## config.mk

```make
export PLATFORM = sky130hd
export DESIGN_NAME = gf180mcu_fd_sc_mcu9t5v0__oai21_pipe
export DESIGN_NICKNAME = d
export VERILOG_FILES = /design/src/rtl/gf180mcu_fd_sc_mcu9t5v0__oai21_pipe.sv
export SDC_FILE = /design/constraint.sdc
export NUM_CORES = 1
export LEC_CHECK = 0
export CAP_MARGIN = 20
export CORE_MARGIN = 2
export CORE_UTILIZATION = 45
export DETAILED_ROUTE_END_ITERATION = 8
export MAX_ROUTING_LAYER = met4
export PLACE_DENSITY = 0.91
export SYNTH_ARGS = -nofsm -noshare
export SYNTH_HDL_FRONTEND = slang
export SYNTH_SLANG_ARGS = --single-unit
```

## constraint.sdc

```tcl
create_clock -name CLK -period 2 [get_ports CLK]
set_input_delay 0.6 -clock CLK [delete_from_list [all_inputs] [get_ports CLK]]
set_output_delay 0.6 -clock CLK [all_outputs]
set_load 0.01 [all_outputs]
```

## src/rtl/gf180mcu_fd_sc_mcu9t5v0__oai21_pipe.sv

```systemverilog
// Elastic OAI21/AOI21 pipeline: result computed at acceptance, then carried
// through STAGES valid/data registers with bubble collapse and backpressure.

module gf180mcu_fd_sc_mcu9t5v0__oai21_pipe_stage #(
    parameter int WIDTH = 8
) (
    input  logic             clk,
    input  logic             rst_n,
    input  logic             load,
    input  logic             vld_in,
    input  logic [WIDTH-1:0] data_in,
    output logic             vld,
    output logic [WIDTH-1:0] data
);

    // Data only captured with a valid token, so empty stages keep quiet.
    always_ff @(posedge clk or negedge rst_n) begin
        if (!rst_n) begin
            vld  <= 1'b0;
            data <= '0;
        end else if (load) begin
            vld <= vld_in;
            if (vld_in) data <= data_in;
        end
    end

endmodule

module gf180mcu_fd_sc_mcu9t5v0__oai21_pipe #(
    parameter int WIDTH  = 8,
    parameter int STAGES = 2
) (
`ifdef USE_POWER_PINS
    inout  wire                         VDD,
    inout  wire                         VSS,
`endif
    input  logic                        CLK,
    input  logic                        RN,
    input  logic                        IN_VALID,
    output logic                        IN_READY,
    input  logic [WIDTH-1:0]            A1,
    input  logic [WIDTH-1:0]            A2,
    input  logic [WIDTH-1:0]            B,
    input  logic                        MODE,
    output logic                        OUT_VALID,
    input  logic                        OUT_READY,
    output logic [WIDTH-1:0]            ZN,
    output logic [$clog2(STAGES+1)-1:0] OCC
);

    localparam int OCC_W = $clog2(STAGES + 1);

    if (WIDTH < 1 || WIDTH > 64) begin : g_bad_width
        $error("WIDTH must be in 1..64");
    end
    if (STAGES < 1 || STAGES > 4) begin : g_bad_stages
        $error("STAGES must be in 1..4");
    end

    logic [STAGES-1:0]            vld;
    logic [STAGES-1:0]            move;
    logic [STAGES-1:0][WIDTH-1:0] data;
    logic [WIDTH-1:0]             result;
    logic                         in_fire;
    logic                         out_fire;

    assign result = MODE ? ~((A1 & A2) | B) : ~((A1 | A2) & B);

    for (genvar k = 0; k < STAGES; k++) begin : g_stage
        logic             src_vld;
        logic [WIDTH-1:0] src_data;

        if (k == 0) begin : g_head
            assign src_vld  = IN_VALID;
            assign src_data = result;
        end else begin : g_body
            assign src_vld  = vld[k-1];
            assign src_data = data[k-1];
        end

        // Stage k can take new contents unless it and every stage below it
        // are full while the consumer stalls.
        assign move[k] = OUT_READY | ~(&vld[STAGES-1:k]);

        gf180mcu_fd_sc_mcu9t5v0__oai21_pipe_stage #(.WIDTH(WIDTH)) u_stage (
            .clk     (CLK),
            .rst_n   (RN),
            .load    (move[k]),
            .vld_in  (src_vld),
            .data_in (src_data),
            .vld     (vld[k]),
            .data    (data[k])
        );
    end

    assign IN_READY  = move[0];
    assign OUT_VALID = vld[STAGES-1];
    assign ZN        = data[STAGES-1];
    assign in_fire   = IN_VALID & IN_READY;
    assign out_fire  = OUT_VALID & OUT_READY;

    always_ff @(posedge CLK or negedge RN) begin
        if (!RN) begin
            OCC <= '0;
        end else if (in_fire && !out_fire) begin
            OCC <= OCC + OCC_W'(1);
        end else if (!in_fire && out_fire) begin
            OCC <= OCC - OCC_W'(1);
        end
    end

endmodule
```

# ---- Word-level counts from Yosys, hierarchy flattened
# Index checks and enable logic that the tools add are counted.
dict set report word_totals {
  regBits 20
  inputBits 29
  out_inout_bits 12
  wordCells 30
}
dict set report classes {
  n_addsub 2
  muxes 3
  bitwise 12
  reduce_logical 8
}
# op count
set op_table {}
lappend op_table {{$and A8 B8 Y8} 2}
lappend op_table {{$not A8 Y8} 2}
lappend op_table {{$or A8 B8 Y8} 2}
lappend op_table {{$mux W8} 1}
lappend op_table {{$reduce_and A2 Y1} 3}
lappend op_table {{$mux W2} 2}
lappend op_table {{$add A2 B1 Y2 const B} 1}
lappend op_table {{$and A1 B1 Y1} 2}
lappend op_table {{$logic_and A1 B1 Y1} 2}
lappend op_table {{$logic_not A1 Y1} 2}
lappend op_table {{$not A1 Y1} 2}
lappend op_table {{$or A1 B1 Y1} 2}
lappend op_table {{$reduce_bool A2 Y1} 1}
lappend op_table {{$sub A2 B1 Y2 const B} 1}

# ---- Depth between registers and ports, before layout
dict set report depth {
  depth_word 8
  mapped_depth 7
  mapped_depth_nobuf 7
}

# ---- Modules after synthesis
# A second synthesis with hierarchy kept.
dict set report unflattened {
  hier_cells 76
  hier_area_um2 958.4
}
# mod instances cells_each area_each_um2 seq_area_each_um2
set by_module_without_submodules {}
lappend by_module_without_submodules {gf180mcu_fd_sc_mcu9t5v0__oai21_pipe_stage 2 20 335.3 225.2}
lappend by_module_without_submodules {gf180mcu_fd_sc_mcu9t5v0__oai21_pipe 1 36 287.8 50.0}

# ---- Worst setup path before layout
# No wires, ideal clock.
dict set report synth_timing {
  kind {input port to flip-flop}
  startpoint {input port OUT_READY}
  endpoint {register OCC[1]}
  setup_ns 0.079
  t_arrival_ns 1.546
  required_ns 1.921
  setup_slack_ns 0.375
  path_stages 6
  cell_sequence {nand3b_4 nand2_8 inv_1 ha_1 nor2_1 xor2_1}
}
dict set report synth_via {
  elab_chain_len 5
}
# element line
set synth_lines {}
lappend synth_lines {{start: declaration} 46} ;# input logic OUT_READY,
lappend synth_lines {{$or A1 B1 Y1 *} 83} ;# assign move[k] = OUT_READY | ~(&vld[STAGES-1:k]);
lappend synth_lines {{$and A1 B1 Y1 *} 99} ;# assign in_fire = IN_VALID & IN_READY;
lappend synth_lines {{net in_fire} 64} ;# logic in_fire;
lappend synth_lines {{$logic_not A1 Y1} 107} ;# end else if (!in_fire && out_fire) begin
lappend synth_lines {{$logic_and A1 B1 Y1} 107}
lappend synth_lines {{$reduce_bool A2 Y1 (no line)} --}
lappend synth_lines {{end signal: assignment} 106} ;# OCC <= OCC + OCC_W'(1);
lappend synth_lines {{end signal: assignment} 108} ;# OCC <= OCC - OCC_W'(1);
lappend synth_lines {{end: declaration} 48} ;# output logic [$clog2(STAGES+1)-1:0] OCC
# The timed path passes the listed nets; every way through them passes the cells marked *.
# A chain may end at the register's enable or synchronous reset.

# ---- Final worst setup path
dict set report layout_timing {
  startpoint {register g_stage[1].u_stage.vld}
  endpoint {output port OUT_VALID}
}
# element line
set layout_rtl {}
lappend layout_rtl {{start: declaration} 12} ;# output logic vld,
lappend layout_rtl {{start signal: assignment} 22} ;# vld <= vld_in;
lappend layout_rtl {{end: declaration} 45} ;# output logic OUT_VALID,
# No word-level cell between the ends.

==> results_dict.tcl <==
set metrics [dict create \
    status "finished clean" \
    worst-r2r-cell-count 7 \
    synthCells 74 \
    root_buffer "clkbuf_4" \
    ir_drop_mv 0.5356 \
    power_density_nw_per_um2 805.0 \
    row_count 17 \
    h-tree-depth 1 \
    leakagePower_nw 0.6751 \
    path_delay_family "buffers and inverters" \
    startpoint_type "flip-flop" \
    die_h_um 51.11 \
    rsz0062_at_grt "false" \
    crit_fanout 4 \
    cts.clk_slew.worst_paths_ns 0.10 \
    clock.fmax_mhz 520.3 \
    dr_wl_met2_um 968 \
    pin_count 41 \
    worstMarginPinSlew_ns 0.3602 \
    yosysWarnings 0 \
    routed_via_density 5.000 \
    clock_skew_ns 0.002186 \
    clockBufferDepth 2 \
    yosysTopAreaCell "dfrtp_1" \
    hold_viol 0 \
    crit_chain "clkdlybuf4s50_1" \
    min_period_ns 1.922 \
    crit_type "flip-flop to output port" \
    wl_per_cell_um 12.93 \
    clock_sinks 20 \
    place_hpwl_um 1535 \
    slowest_stage "clkdlybuf4s50_1" \
    cts_tree "yes" \
    max_stage_delay_ns 0.57 \
    grt_max_degree 21 \
    wl_met1_um 807 \
    cp.depth 1 \
    whs_ns 0.4927 \
    drt_iter0_markers 5 \
    max_slew_margin_pct 75.91 \
    vias 740 \
    avgSynthCellArea_um2 13.49 \
    top_layer_used "met4" \
    insertion_delay_ns 0.28 \
    yosysSeqAreaShare_pct 50.13 \
    cts_hold_buffers 0 \
    final_cells 148 \
    wl_um 1914 \
    synth_cell_type_count 20 \
    syn_nets 104 \
    numCtsBuffers 3 \
    first_pass_iters 3 \
    overflow 0 \
    area_growth_pct 48.50 \
    met3_wirelength_um 131 \
    globalplace.congestion 0.6672 \
    grt_pass1_wl_um 3194 \
    endpoint_kind "output port" \
    nNetsFinal 152 \
    crit_required_ns 1.40 \
    coreArea_um2 2148 \
    antenna_found_initial 0 \
    initial_utilization_pct 46.48 \
    period_share_pct 96.11 \
    dpl.cell_count 145 \
    track_usage_pct 16.97 \
    synth_top_cells_by_area "dfrtp_1, mux2_4, mux2_2" \
    drive_above_1_share_pct 22.50 \
    hold_path_depth 1 \
    grt_pass1_vias 697 \
    setup-violations-final 0 \
    ys_ff_latch 20 \
    portBuffers 40 \
    slew_viol_final 0 \
    cp.arrival_ns 1.32 \
    hold_path.class "flip-flop to flip-flop" \
    die_w_um 51.11 \
    design.die.area_um2 2612 \
    drcViolationCount 0 \
    diodes 0 \
    netlist_area_um2 998.5 \
    path_buf_inv 1 \
    reg2reg_setup_slack_ns 0.47 \
    antenna_left 0 \
    synth_top_area_share_pct 50.13 \
    fill_cells 154 \
    drv_cap 0 \
]
[cell usage in the layout, fill, tap and decap left out, drive strengths merged, types with 2 or more instances in the layout]
| master | netlist | final |
|---|---|---|
| a21o | 8 | 8 |
| buf | 1 | 4 |
| xor2 | 2 | 2 |
| a21oi | 8 | 8 |
| clkdlybuf4s50 | 0 | 38 |
| mux2 | 16 | 16 |
| o21a | 8 | 8 |
| nand2 | 3 | 3 |
| dfrtp | 20 | 20 |
| nand2b | 2 | 2 |
| clkbuf | 0 | 3 |
[cell type report]
class                           count  area [um^2]  share of cell area, %
Clock buffer                        3        22.52                  1.519
Inverter                            1        3.754                 0.2532
Timing Repair Buffer               44        430.4                  29.03
Tap cell                           28        35.03                  2.363
Multi-Input combinational cell     52        490.5                  33.08
Sequential cell                    20        500.5                  33.76
[cell families after synthesis]
kind of cell               count (synthesis)  share of synthesized area [%]
AOI/OAI and AO/OA                         24                          16.04
xor gates and xnor gates                   3                          2.632
adders and majority gates                  1                          1.253
buffers and inverters                      2                         0.7512
DFF                                       20                          50.13
muxes                                     16                          21.05
and+or+nand+nor                            8                          8.146
[flip-flops by register name, indices dropped and copies added (netlist names)]
name                  flops
g_stage.u_stage.data     16
OCC                       2
g_stage.u_stage.vld       2
[per-layer routing]
metal | up-vias | GRT usage, %
met5 | - | -
li1 | 360 | -
met4 | 0 | 4.054
met2 | 25 | 27.27
met3 | 2 | 3.509
met1 | 353 | 22.14
[worst register-to-register path, stage by stage, from the launching register on]
cell and delay [ns]:
dfrtp_1 0.47, nand3b_4 0.10, buf_4 0.16, nand2_8 0.06, inv_1 0.04, ha_1 0.31
nor2_1 0.15, xor2_1 0.16
[report_power, final]
part | switching [W] | leakage [nW] | internal [W]
clock network | 0.000106 | 0.0138 | 0.0000698
registers | 0.0000642 | 0.237 | 0.000504
logic | 0.000152 | 0.424 | 0.000297
total | 0.000322 | 0.675 | 0.000871
[cell usage after synthesis]
| master | n |
|---|---|
| dfrtp_1 | 20 |
| a21o_1 | 8 |
| a21oi_1 | 8 |
| mux2_4 | 8 |
| o21a_1 | 8 |
| mux2_2 | 7 |
| xor2_1 | 2 |
| buf_1 | 1 |
| ha_1 | 1 |
| inv_1 | 1 |
| mux2_1 | 1 |
| nand2_1 | 1 |
| nand2_4 | 1 |
| nand2_8 | 1 |
| nand2b_1 | 1 |
| nand2b_2 | 1 |
| nand3b_4 | 1 |
| nor2_1 | 1 |
| or2b_1 | 1 |
| xnor2_1 | 1 |
[path summary, 6_finish.rpt]
| check | to | start |
|---|---|---|
| worst max-delay path | OUT_VALID | g_stage[1].u_stage.vld |
| worst min-delay path | OCC[1] | OCC[1] |
| worst max register to register | OCC[1] | g_stage[0].u_stage.vld |
| worst min register to register | OCC[1] | OCC[1] |
| max in group asynchronous | g_stage[0].u_stage.data[6] | RN |
| min in group asynchronous | g_stage[1].u_stage.data[1] | RN |
[what timing repair did]
item / in CTS / in global routing
hold endpoints to repair: 0 / 0
endpoints found under the setup margin: 1 / 0
resized for setup: 4 / 0
setup buffers: 0 / 0
[per-stage QoR]
stage	worst slack [ns]	instance area [um^2]	utilization [%]	total power (W)	TNS [ns]
after floorplan	0.3751	998.5	-	0.0007756	0
after global placement	-0.3349	1460	67.97	0.001012	-0.7123
after detailed placement	-0.3642	1460	67.97	0.001031	-1.233
after CTS	0.06712	1483	69.02	0.001208	0
after global routing	0.03551	1483	69.02	0.001270	0
final	0.07788	1483	69.02	0.001194	0
(Power assumes the default switching activity.)
